`config.mk`:
```
export PLATFORM = sky130hd
export DESIGN_NAME = ysyx_22051013_regfile_wbctl
export DESIGN_NICKNAME = d
export VERILOG_FILES = /design/src/rtl/ysyx_22051013_regfile_wbctl.sv
export SDC_FILE = /design/constraint.sdc
export NUM_CORES = 1
export LEC_CHECK = 0
export CAP_MARGIN = 25
export CORE_MARGIN = 2
export CORE_UTILIZATION = 51
export CTS_CLUSTER_SIZE = 14
export DETAILED_ROUTE_END_ITERATION = 7
export PLACE_DENSITY_LB_ADDON = 0.1
export RECOVER_POWER = 50
export REMOVE_ABC_BUFFERS = 1
export SLEW_MARGIN = 20
export SYNTH_ARGS = -nofsm -noshare
export SYNTH_HDL_FRONTEND = slang
export SYNTH_SLANG_ARGS = --single-unit
```
`constraint.sdc`:
```
create_clock -name clk -period 4.3 [get_ports clk]
set_input_delay 0.43 -clock clk [delete_from_list [all_inputs] [get_ports clk]]
set_output_delay 0.43 -clock clk [all_outputs]
set_load 0.03 [all_outputs]
```
`src/rtl/ysyx_22051013_regfile_wbctl.sv`:
```
// Register file write-back arbiter and long-latency scoreboard.
// Pipeline write-back (A) always wins the single write port; long-latency results (B) wait in a one-entry buffer.
module ysyx_22051013_regfile_wbctl #(
    parameter int unsigned XLEN       = 64,
    parameter int unsigned AW         = 5,
    parameter int unsigned STARVE_MAX = 4
) (
    input  logic            clk,
    input  logic            rst,
    input  logic            issue_valid,
    input  logic            issue_long,
    input  logic [AW-1:0]   issue_rd,
    input  logic [AW-1:0]   issue_rs1,
    input  logic            issue_rs1_en,
    input  logic [AW-1:0]   issue_rs2,
    input  logic            issue_rs2_en,
    output logic            issue_stall,
    input  logic            a_valid,
    input  logic [AW-1:0]   a_addr,
    input  logic [XLEN-1:0] a_data,
    input  logic            b_valid,
    output logic            b_ready,
    input  logic [AW-1:0]   b_addr,
    input  logic [XLEN-1:0] b_data,
    output logic            rf_wen,
    output logic [AW-1:0]   rf_waddr,
    output logic [XLEN-1:0] rf_wdata,
    output logic [31:0]     busy
);

    localparam logic [3:0] STARVE_LIM = 4'(STARVE_MAX);

    logic            buf_v;
    logic [AW-1:0]   buf_addr;
    logic [XLEN-1:0] buf_data;
    logic [3:0]      starve_cnt;
    logic [31:0]     busy_nxt;

    logic drain;
    logic xfer;
    logic fire;
    logic starve;

    assign drain   = buf_v && !a_valid;
    assign b_ready = !buf_v || drain;
    assign xfer    = b_valid && b_ready;
    assign starve  = starve_cnt >= STARVE_LIM;
    assign fire    = issue_valid && !issue_stall;

    assign issue_stall = (issue_rs1_en && busy[issue_rs1])
                       || (issue_rs2_en && busy[issue_rs2])
                       || (issue_long && busy[issue_rd])
                       || (issue_valid && starve);

    // Clear is applied before set so a same-edge collision leaves the bit set.
    always_comb begin
        busy_nxt = busy;
        if (drain)
            busy_nxt[buf_addr] = 1'b0;
        if (fire && issue_long && (issue_rd != '0))
            busy_nxt[issue_rd] = 1'b1;
        busy_nxt[0] = 1'b0;
    end

    always_ff @(posedge clk or negedge rst) begin
        if (!rst) begin
            rf_wen     <= 1'b0;
            rf_waddr   <= '0;
            rf_wdata   <= '0;
            buf_v      <= 1'b0;
            buf_addr   <= '0;
            buf_data   <= '0;
            starve_cnt <= '0;
            busy       <= '0;
        end else begin
            busy <= busy_nxt;

            if (a_valid) begin
                rf_wen   <= (a_addr != '0);
                rf_waddr <= a_addr;
                rf_wdata <= a_data;
            end else if (drain) begin
                rf_wen   <= (buf_addr != '0);
                rf_waddr <= buf_addr;
                rf_wdata <= buf_data;
            end else begin
                rf_wen <= 1'b0;
            end

            if (xfer) begin
                buf_v    <= 1'b1;
                buf_addr <= b_addr;
                buf_data <= b_data;
            end else if (drain) begin
                buf_v <= 1'b0;
            end

            if (!buf_v || drain)
                starve_cnt <= '0;
            else if (starve_cnt != 4'hf)
                starve_cnt <= starve_cnt + 4'd1;
        end
    end

endmodule

```
* Yosys cells after proc, flatten, opt, wreduce, memory -nomap -nowiden
Cells that the tools add are included.
Storage, ports and cells: output and inout bits 104, word-level logic and storage cells 66, input bits 161, flip-flop bits (word level) 175
Cells by class: $add $sub $neg 1, reductions and logical operators 24, eq/ne operators 1, bitwise operators 3, magnitude comparators 7, muxes and demuxes 22
Operator list (number):
- $mux W64 | 2
- $mux W32 | 2
- $and A32 B32 Y32 | 1
- $not A32 Y32 | 1
- $or A32 B32 Y32 | 1
- $lt A5 B6 Y1 const B | 4
- $bmux W1 S5 | 3
- $reduce_bool A5 Y1 | 3
- $logic_and A1 B1 Y1 | 11
- $demux W1 S5 | 2
- $ge A5 B1 Y1 const B | 2
- $mux W5 | 2
- $mux W1 | 9
- $mux W4 | 2
- $reduce_bool A2 Y1 | 3
- $add A4 B1 Y4 const B | 1
- $ge A4 B3 Y1 const B | 1
- $logic_or A1 B1 Y1 | 4
- $ne A4 B4 Y1 const B | 1
- $logic_not A1 Y1 | 3

* Longest topological paths before layout
Gate-level depths: netlist (run 1).
depth in word-level cells 11, gate-level depth with buffers 9

* Least setup slack after synthesis (run 1)
OpenSTA, ideal clock, no wires.
path type input-to-output, start input port issue_rs2[1], end output port issue_stall, stages 7, arrival time 2.291 ns, path slack 1.579 ns, path through buf_2 > mux4_2 > mux2_2 > a21o_1 > o21ai_1 > o221ai_4 > nand2b_1
Between the ends: longest elaborated chain between the ends 6
RTL lines:
- start: declaration | line 15 | input logic [AW-1:0] issue_rs2,
- $bmux W1 S5 | line 51 | || (issue_rs2_en && busy[issue_rs2])
- $mux W1 (not written as such) | line 51
- $logic_and A1 B1 Y1 | line 51
- $logic_or A1 B1 Y1 | line 51
- $logic_or A1 B1 Y1 | line 52 | || (issue_long && busy[issue_rd])
- $logic_or A1 B1 Y1 | line 53 | || (issue_valid && starve);
- end: declaration | line 17 | output logic issue_stall,
Every way passes these cells. The select of a mux whose other input is x is not followed.

* Final worst setup path (run 1)
Same ends and word-level chain as after synthesis.

==> metrics.txt, run 1 <==
# TYPE chip_impl_metric gauge
chip_impl_info{name="synth_area_leader_cell",value="dfrtp_1"} 1
chip_impl_metric{name="antenna_cells_inserted",unit=""} 0
chip_impl_metric{name="die-area",unit="mm^2"} 0.0174
chip_impl_metric{name="postSynthCellCount",unit=""} 707
chip_impl_metric{name="grt_pass1_vias",unit=""} 7079
chip_impl_info{name="synth_top_cells_by_count",value="175 x dfrtp_1, 104 x o21ai_0, 85 x mux2i_1, 82 x nand2_1, 78 x mux2_2"} 1
chip_impl_info{name="path_class",value="input pin to output pin"} 1
chip_impl_metric{name="num_vias",unit=""} 6805
chip_impl_info{name="critPathLaunchType",value="input pin"} 1
chip_impl_metric{name="seqPwrFrac",unit="%"} 43.1
chip_impl_metric{name="post_route_cells_drive_above_1_share",unit="%"} 15.0
chip_impl_info{name="yosys-top-cells-area",value="dfrtp_1 52%, mux2_2 11%, mux2i_1 10%"} 1
chip_impl_metric{name="die_h",unit="um"} 132
chip_impl_metric{name="cts_max_path_buffers",unit=""} 2
chip_impl_metric{name="pwr_density_cell",unit="mW/mm^2"} 419
chip_impl_metric{name="switchingPower",unit="mW"} 1.53
chip_impl_metric{name="fp-row-count",unit=""} 46
chip_impl_metric{name="ctsResizeCount",unit=""} 0
chip_impl_metric{name="drt-pass1-iter-count",unit=""} 6
chip_impl_metric{name="cp_data_required_time",unit="ns"} 3.87
chip_impl_metric{name="clkSlewWorstSetupHoldPaths",unit="ns"} 0.06
chip_impl_metric{name="htree_num_levels",unit=""} 4
chip_impl_info{name="cts_root_buf",value="clkbuf_16"} 1
chip_impl_info{name="grt_setup_unrepaired",value="no"} 1
chip_impl_info{name="synthMostInstantiatedCell",value="dfrtp_1"} 1
chip_impl_metric{name="pre_cts_ws",unit="ns"} 0.585
chip_impl_metric{name="cts_inserted_buffers",unit=""} 17
chip_impl_info{name="postSynth.topFlopCell",value="dfrtp_1"} 1
chip_impl_metric{name="p_leak",unit="nW"} 4.98
chip_impl_metric{name="drt-initial-drc-count",unit=""} 466
chip_impl_metric{name="synth.top_cell.area_share",unit="%"} 52.4
chip_impl_metric{name="port_buffers",unit=""} 263
chip_impl_metric{name="setup-violations-final",unit=""} 0
chip_impl_metric{name="distinct_cells_synth",unit=""} 56
chip_impl_metric{name="setup_ws",unit="ns"} 0.558
chip_impl_metric{name="clock_power_share",unit="%"} 30.3
chip_impl_metric{name="cell_internal_pwr",unit="mW"} 3.33
chip_impl_metric{name="finalCritPeriodShare",unit="%"} 87.0
chip_impl_metric{name="dp_hpwl",unit="um"} 17000
chip_impl_metric{name="drtAntennaViolNets",unit=""} 0
chip_impl_metric{name="clk_latency",unit="ns"} 0.43
chip_impl_metric{name="antenna_found_initial",unit=""} 1
chip_impl_metric{name="post_cts.repair.setup_buffers",unit=""} 0
chip_impl_metric{name="detailed_place.area",unit="mm^2"} 0.0110
chip_impl_metric{name="clock-skew-final",unit="ns"} 0.0125
chip_impl_metric{name="count_of_fill_cells_added_during_filler_insertion",unit=""} 1153
chip_impl_metric{name="slew_of_the_pin_with_the_lowest_slew_margin",unit="ns"} 2.80
chip_impl_metric{name="track_usage",unit="%"} 27.7
chip_impl_metric{name="cts_hold_repair.buffers",unit=""} 0
chip_impl_metric{name="final.min_clock_period",unit="ns"} 3.74
chip_impl_metric{name="syn_area",unit="mm^2"} 0.00835
chip_impl_metric{name="ys_ff_latch",unit=""} 175
chip_impl_metric{name="synth.yosys.seq_area_share",unit="%"} 52.4
chip_impl_info{name="status",value="finished, violations left"} 1
chip_impl_metric{name="final_design_area_no_fill",unit="mm^2"} 0.0116
chip_impl_metric{name="wire_per_inst",unit="um"} 20.5
chip_impl_metric{name="layoutNonFillerInstCount",unit=""} 1171
chip_impl_metric{name="first_pass_grt_wire_length",unit="um"} 38000
chip_impl_metric{name="floorplan.io_pins",unit=""} 265
chip_impl_metric{name="grt_max_degree",unit=""} 113
chip_impl_metric{name="postSynth.asyncResetShare",unit="%"} 100
chip_impl_metric{name="crit_fanout",unit=""} 24
chip_impl_metric{name="synth-edff-count",unit=""} 0
chip_impl_metric{name="fmax",unit="MHz"} 267
chip_impl_metric{name="initial_core_util",unit="%"} 52.4
chip_impl_metric{name="place.detailed.instances",unit=""} 1139
chip_impl_metric{name="share_comb_of_total_power",unit="%"} 26.5
chip_impl_metric{name="maxSlewHeadroom",unit="%"} -86.6
chip_impl_metric{name="max_capacitance_violation_count",unit=""} 3
chip_impl_metric{name="floorplan.die.width",unit="um"} 132
chip_impl_metric{name="vdd_ir_drop_max",unit="uV"} 303
chip_impl_metric{name="timing.critical_path.arrival",unit="ns"} 3.31
chip_impl_metric{name="yosys_warnings",unit=""} 0
chip_impl_metric{name="grt.overflow.total",unit=""} 0
chip_impl_metric{name="nNetsFinal",unit=""} 1104
chip_impl_metric{name="place_congestion",unit=""} 0.948
chip_impl_metric{name="synthToLayoutAreaGrowth",unit="%"} 38.7
chip_impl_metric{name="post_drt_via_cell_ratio",unit=""} 5.81
chip_impl_metric{name="core_area",unit="mm^2"} 0.0159
chip_impl_metric{name="cts_sinks",unit=""} 175
chip_impl_metric{name="remaining_drc_errors",unit=""} 0
chip_impl_info{name="cp-end-kind",value="output pin"} 1
chip_impl_metric{name="final_hold_viol_count",unit=""} 0
chip_impl_info{name="worst_hold_class",value="flip-flop to flip-flop"} 1
chip_impl_metric{name="synthesis.area_per_instance",unit="um^2"} 11.8
chip_impl_metric{name="switching_share",unit="%"} 31.4
chip_impl_metric{name="wl",unit="um"} 24000
chip_impl_metric{name="number_of_pins_exceeding_their_max_slew_limit_in_the_final_report",unit=""} 257
chip_impl_info{name="failed_checks",value="max-capacitance violations, max-slew violations"} 1
chip_impl_info{name="cts_tree",value="built"} 1
layout by cell type (no fill, tap or decap), drive strengths merged, types with 2 or more instances in the layout:
master,instances
nand2b,4
nor3,5
or3b,4
clkinvlp,2
o31ai,32
nand3b,9
o211ai,2
nor2,10
mux2,78
clkbuf,23
or4,2
dfrtp,175
o22ai,2
nand3,8
nand2,82
a221oi,2
clkdlybuf4s50,230
nand4,3
o221ai,2
mux4,12
o32ai,4
clkinv,6
or3,2
o21ai,106
buf,4
dlygate4sd3,30
inv,5
mux2i,85
nor2b,5
nor3b,2
critical path, cell delays in order:
cell,delay [ns]
clkdlybuf4s50_1,0.79
mux4_2,0.57
mux2_2,0.27
a21o_1,0.17
o21ai_1,0.27
o221ai_4,0.34
nand2b_1,0.26
buf_4,0.18
layout make-up:
type / count / area [um^2] / area share (%)
Clock buffer: 20 / 457 / 3.94
Timing Repair Buffer: 267 / 2660 / 22.9
Inverter: 2 / 7.51 / 0.0648
Tap cell: 216 / 270 / 2.33
Sequential cell: 175 / 4380 / 37.8
Clock inverter: 12 / 109 / 0.940
Multi-Input combinational cell: 479 / 3700 / 32.0
logic make-up after synthesis:
kind of cell	after synthesis	synth area share, %
and+or+nand+nor	141	8.12
adders and majority gates	1	0.150
xor gates and xnor gates	1	0.105
other	1	0.0449
AOI/OAI and AO/OA	160	11.9
muxes	175	24.0
DFF	175	52.4
buffers and inverters	53	3.26
registers in the layout, indices dropped and copies added, names as in the netlist:
name	count
buf_addr	5
buf_data	64
buf_v	1
busy	31
rf_waddr	5
rf_wdata	64
rf_wen	1
starve_cnt	4
per-layer routing:
| layer | up-vias | track usage, % | wire length (um) |
|---|---|---|---|
| met5 | - | 0 | 13 |
| met4 | 2 | 10.6 | 642 |
| met3 | 55 | 8.54 | 2090 |
| met2 | 337 | 45.7 | 11900 |
| met1 | 3360 | 34.5 | 9350 |
| li1 | 3051 | - | - |
power by group through the flow:
stage	combinational, mW	sequential (mW)	clock (mW)
after floorplan	0.435	2.32	0
after global placement	1.27	2.11	0
after detailed placement	1.30	2.12	0
after CTS	1.31	2.09	1.50
after global routing	1.37	2.12	1.57
final	1.29	2.10	1.47
worst paths after layout:
path,end,slack [ns],start,cells after the start
worst max-delay path,issue_stall,0.56,issue_rs2[1],8
worst min-delay path,buf_data[1]$_DFFE_PN0P_,0.51,buf_data[1]$_DFFE_PN0P_,1
worst max register to register,busy[25]$_DFF_PN0_,1.11,buf_v$_DFFE_PN0P_,5
worst min register to register,buf_data[1]$_DFFE_PN0P_,0.51,buf_data[1]$_DFFE_PN0P_,1
max in group asynchronous,busy[19]$_DFF_PN0_,1.78,rst,1
min in group asynchronous,buf_data[27]$_DFFE_PN0P_,0.89,rst,1
stage by stage:
| step | setup TNS, ns | total power [mW] | hold slack (ns) | util (%) |
|---|---|---|---|---|
| 2_1_floorplan | -48.91 | 2.75 | 0.134 | - |
| 5_1_grt | 0 | 5.06 | 0.521 | 72.7 |
| 6_report | 0 | 4.86 | 0.508 | 72.7 |
| 4_1_cts | 0 | 4.90 | 0.177 | 72.8 |
| 3_3_place_gp | 0 | 3.38 | 0.489 | 69.2 |
| 3_5_place_dp | 0 | 3.42 | 0.496 | 69.2 |
No activity file was read; power rests on OpenSTA's default activity.
==> inputs of run 2 (changes only) <==
Settings changed: CORE_MARGIN 2 to not set.
==> run 2 against run 1 <==
  * The run still ends with max-capacitance violations, max-slew violations left
  * Critical endpoint unchanged
  * Setup slack got worse by 0.049 ns
  * Via count rose by 0.12%
  * Critical path type unchanged
  * Worst hold slack got worse by 0.0055 ns
==> metrics.txt, run 2 (same netlist as run 1, synthesis figures left out) <==
# TYPE chip_impl_metric gauge
chip_impl_info{name="status",value="finished, violations left"} 1
chip_impl_info{name="failed_checks",value="max-capacitance violations, max-slew violations"} 1
chip_impl_metric{name="port_buffers",unit=""} 263
chip_impl_info{name="worst_hold_class",value="input pin to flip-flop"} 1
chip_impl_metric{name="ctsResizeCount",unit=""} 0
chip_impl_metric{name="antenna_cells_inserted",unit=""} 0
chip_impl_metric{name="crit_fanout",unit=""} 10
chip_impl_metric{name="num_vias",unit=""} 6813
chip_impl_metric{name="wl",unit="um"} 24800
chip_impl_metric{name="totalPowerFinal",unit="mW"} 4.99
chip_impl_metric{name="timing.critical_path.arrival",unit="ns"} 3.36
chip_impl_metric{name="r2r.worst_path.cells",unit=""} 3
chip_impl_metric{name="clock-skew-final",unit="ns"} 0.00758
chip_impl_metric{name="fmax",unit="MHz"} 264
chip_impl_metric{name="p_leak",unit="nW"} 5.01
chip_impl_metric{name="slew_of_the_pin_with_the_lowest_slew_margin",unit="ns"} 2.89
chip_impl_metric{name="vdd_ir_drop_max",unit="uV"} 345
chip_impl_metric{name="share_comb_of_total_power",unit="%"} 26.1
chip_impl_metric{name="fp-row-count",unit=""} 46
chip_impl_metric{name="finalCritPeriodShare",unit="%"} 88.2
chip_impl_metric{name="switchingPower",unit="mW"} 1.59
chip_impl_metric{name="post_drt_via_cell_ratio",unit=""} 5.80
chip_impl_metric{name="track_usage",unit="%"} 30.3
chip_impl_info{name="mostFrequentLayoutCells",value="233 x clkdlybuf4s50_1, 175 x dfrtp_1, 104 x o21ai_0"} 1
chip_impl_info{name="critPathLaunchType",value="input pin"} 1
chip_impl_metric{name="remaining_drc_errors",unit=""} 0
chip_impl_metric{name="final_design_area_no_fill",unit="mm^2"} 0.0117
chip_impl_metric{name="grt_pass1_vias",unit=""} 7050
chip_impl_info{name="cts_root_buf",value="clkbuf_16"} 1
chip_impl_metric{name="cts_sinks",unit=""} 175
chip_impl_metric{name="maxSlewHeadroom",unit="%"} -92.9
chip_impl_metric{name="min_delay_path_depth",unit=""} 3
chip_impl_metric{name="dp_hpwl",unit="um"} 17300
chip_impl_metric{name="detailed_place.area",unit="mm^2"} 0.0110
chip_impl_metric{name="drt-pass1-iter-count",unit=""} 5
chip_impl_info{name="cp-end-kind",value="output pin"} 1
chip_impl_metric{name="nNetsFinal",unit=""} 1107
chip_impl_metric{name="final.min_clock_period",unit="ns"} 3.79
chip_impl_metric{name="final_hold_viol_count",unit=""} 0
chip_impl_metric{name="core_area",unit="mm^2"} 0.0159
chip_impl_metric{name="die-area",unit="mm^2"} 0.0169
chip_impl_metric{name="drtAntennaViolNets",unit=""} 0
chip_impl_metric{name="htree_num_levels",unit=""} 4
chip_impl_metric{name="cp_data_required_time",unit="ns"} 3.87
chip_impl_metric{name="wire_per_inst",unit="um"} 21.1
chip_impl_info{name="layout.cells.most_common",value="clkdlybuf4s50_1"} 1
chip_impl_metric{name="first_pass_grt_wire_length",unit="um"} 38000
chip_impl_metric{name="grt_max_degree",unit=""} 109
chip_impl_metric{name="floorplan.io_pins",unit=""} 265
chip_impl_metric{name="clkSlewWorstSetupHoldPaths",unit="ns"} 0.07
chip_impl_metric{name="die_h",unit="um"} 130
chip_impl_metric{name="place_congestion",unit=""} 0.904
chip_impl_metric{name="drt-initial-drc-count",unit=""} 436
chip_impl_info{name="largest_registers",value="buf_data x64, rf_wdata x64, busy x31"} 1
chip_impl_metric{name="seqPwrFrac",unit="%"} 42.4
chip_impl_metric{name="pwr_density_cell",unit="mW/mm^2"} 428
chip_impl_metric{name="hold_ws",unit="ns"} 0.502
chip_impl_metric{name="initial_core_util",unit="%"} 52.4
chip_impl_metric{name="post_route_cells_drive_above_1_share",unit="%"} 15.0
chip_impl_info{name="grt_setup_unrepaired",value="no"} 1
chip_impl_metric{name="switching_share",unit="%"} 31.8
chip_impl_info{name="cts_tree",value="built"} 1
chip_impl_metric{name="cts_inserted_buffers",unit=""} 17
chip_impl_metric{name="max_capacitance_violation_count",unit=""} 2
chip_impl_metric{name="grt.overflow.total",unit=""} 0
chip_impl_metric{name="layout.core_utilization",unit="%"} 73.2
chip_impl_metric{name="number_of_pins_exceeding_their_max_slew_limit_in_the_final_report",unit=""} 121
chip_impl_metric{name="clk_latency",unit="ns"} 0.43
chip_impl_metric{name="antenna_found_initial",unit=""} 0
chip_impl_metric{name="cell_internal_pwr",unit="mW"} 3.41
chip_impl_metric{name="cts_max_path_buffers",unit=""} 2
chip_impl_info{name="path_class",value="input pin to output pin"} 1
chip_impl_metric{name="synthToLayoutAreaGrowth",unit="%"} 39.7
chip_impl_metric{name="floorplan.die.width",unit="um"} 130
chip_impl_metric{name="clock_power_share",unit="%"} 31.6
chip_impl_metric{name="setup-violations-final",unit=""} 0
chip_impl_metric{name="worst_r2r_setup_slack",unit="ns"} 1.55
chip_impl_metric{name="count_of_fill_cells_added_during_filler_insertion",unit=""} 1118
[run 2: layout make-up]
| class | instances | area, um^2 | area share [%] |
|---|---|---|---|
| sequential | 175 | 4380 | 37.5 |
| tap | 216 | 270 | 2.32 |
| multi-input combinational | 479 | 3700 | 31.7 |
| clock inverter | 13 | 151 | 1.30 |
| clock buffer | 19 | 453 | 3.88 |
| inverter | 2 | 7.51 | 0.0643 |
| timing repair buffer | 270 | 2710 | 23.2 |
[run 2: repair_timing]
action | in CTS | in global routing
hold endpoints to repair | 0 | 40
setup buffers | 0 | 0
hold buffers | 0 | 1
[run 2: power by group through the flow]
stage / Sequential, mW / Clock, mW / Combinational [mW]
6_report: 2.12 / 1.58 / 1.30
5_1_grt: 2.14 / 1.66 / 1.39
4_1_cts: 2.11 / 1.59 / 1.31
3_5_place_dp: 2.13 / 0 / 1.30
3_3_place_gp: 2.12 / 0 / 1.27
2_1_floorplan: 2.32 / 0 / 0.435
[run 2: routing by layer]
layer	vias to the layer above	track usage, %	routed length (um)	share of wire [%]
met4	0	12.1	849	3.4
met2	307	52.2	12500	50
met1	3387	35.5	9450	38
met5	-	0	0	0
li1	3051	-	-	-
met3	68	9.06	2010	8.1
[run 2: worst max-delay path, cell delays in order]
cell             delay [ns]
clkdlybuf4s50_1        0.76
mux4_2                 0.55
mux2_2                 0.27
a21o_1                 0.17
o21ai_1                0.27
o221ai_4               0.13
nand2b_1               0.16
clkdlybuf4s50_1        0.61
[run 2: worst paths after layout]
path                                               start                       end
worst max-delay path                        issue_rs2[1]               issue_stall
worst min-delay path                             a_valid  rf_wdata[27]$_DFFE_PN0P_
worst max register to register         buf_v$_DFFE_PN0P_  buf_data[34]$_DFFE_PN0P_
worst min register to register  buf_data[47]$_DFFE_PN0P_  buf_data[47]$_DFFE_PN0P_
max in group asynchronous                            rst         busy[5]$_DFF_PN0_
min in group asynchronous                            rst  rf_wdata[55]$_DFFE_PN0P_
[run 2: per-stage QoR]
step / worst slack, ns / instances / TNS [ns]
floorplan: -0.709 / 656 / -48.91
global placement: 0.489 / 1140 / 0
detailed placement: 0.490 / 1140 / 0
CTS: 0.485 / 1172 / 0
global route: 0.378 / 1174 / 0
finish: 0.509 / 1174 / 0
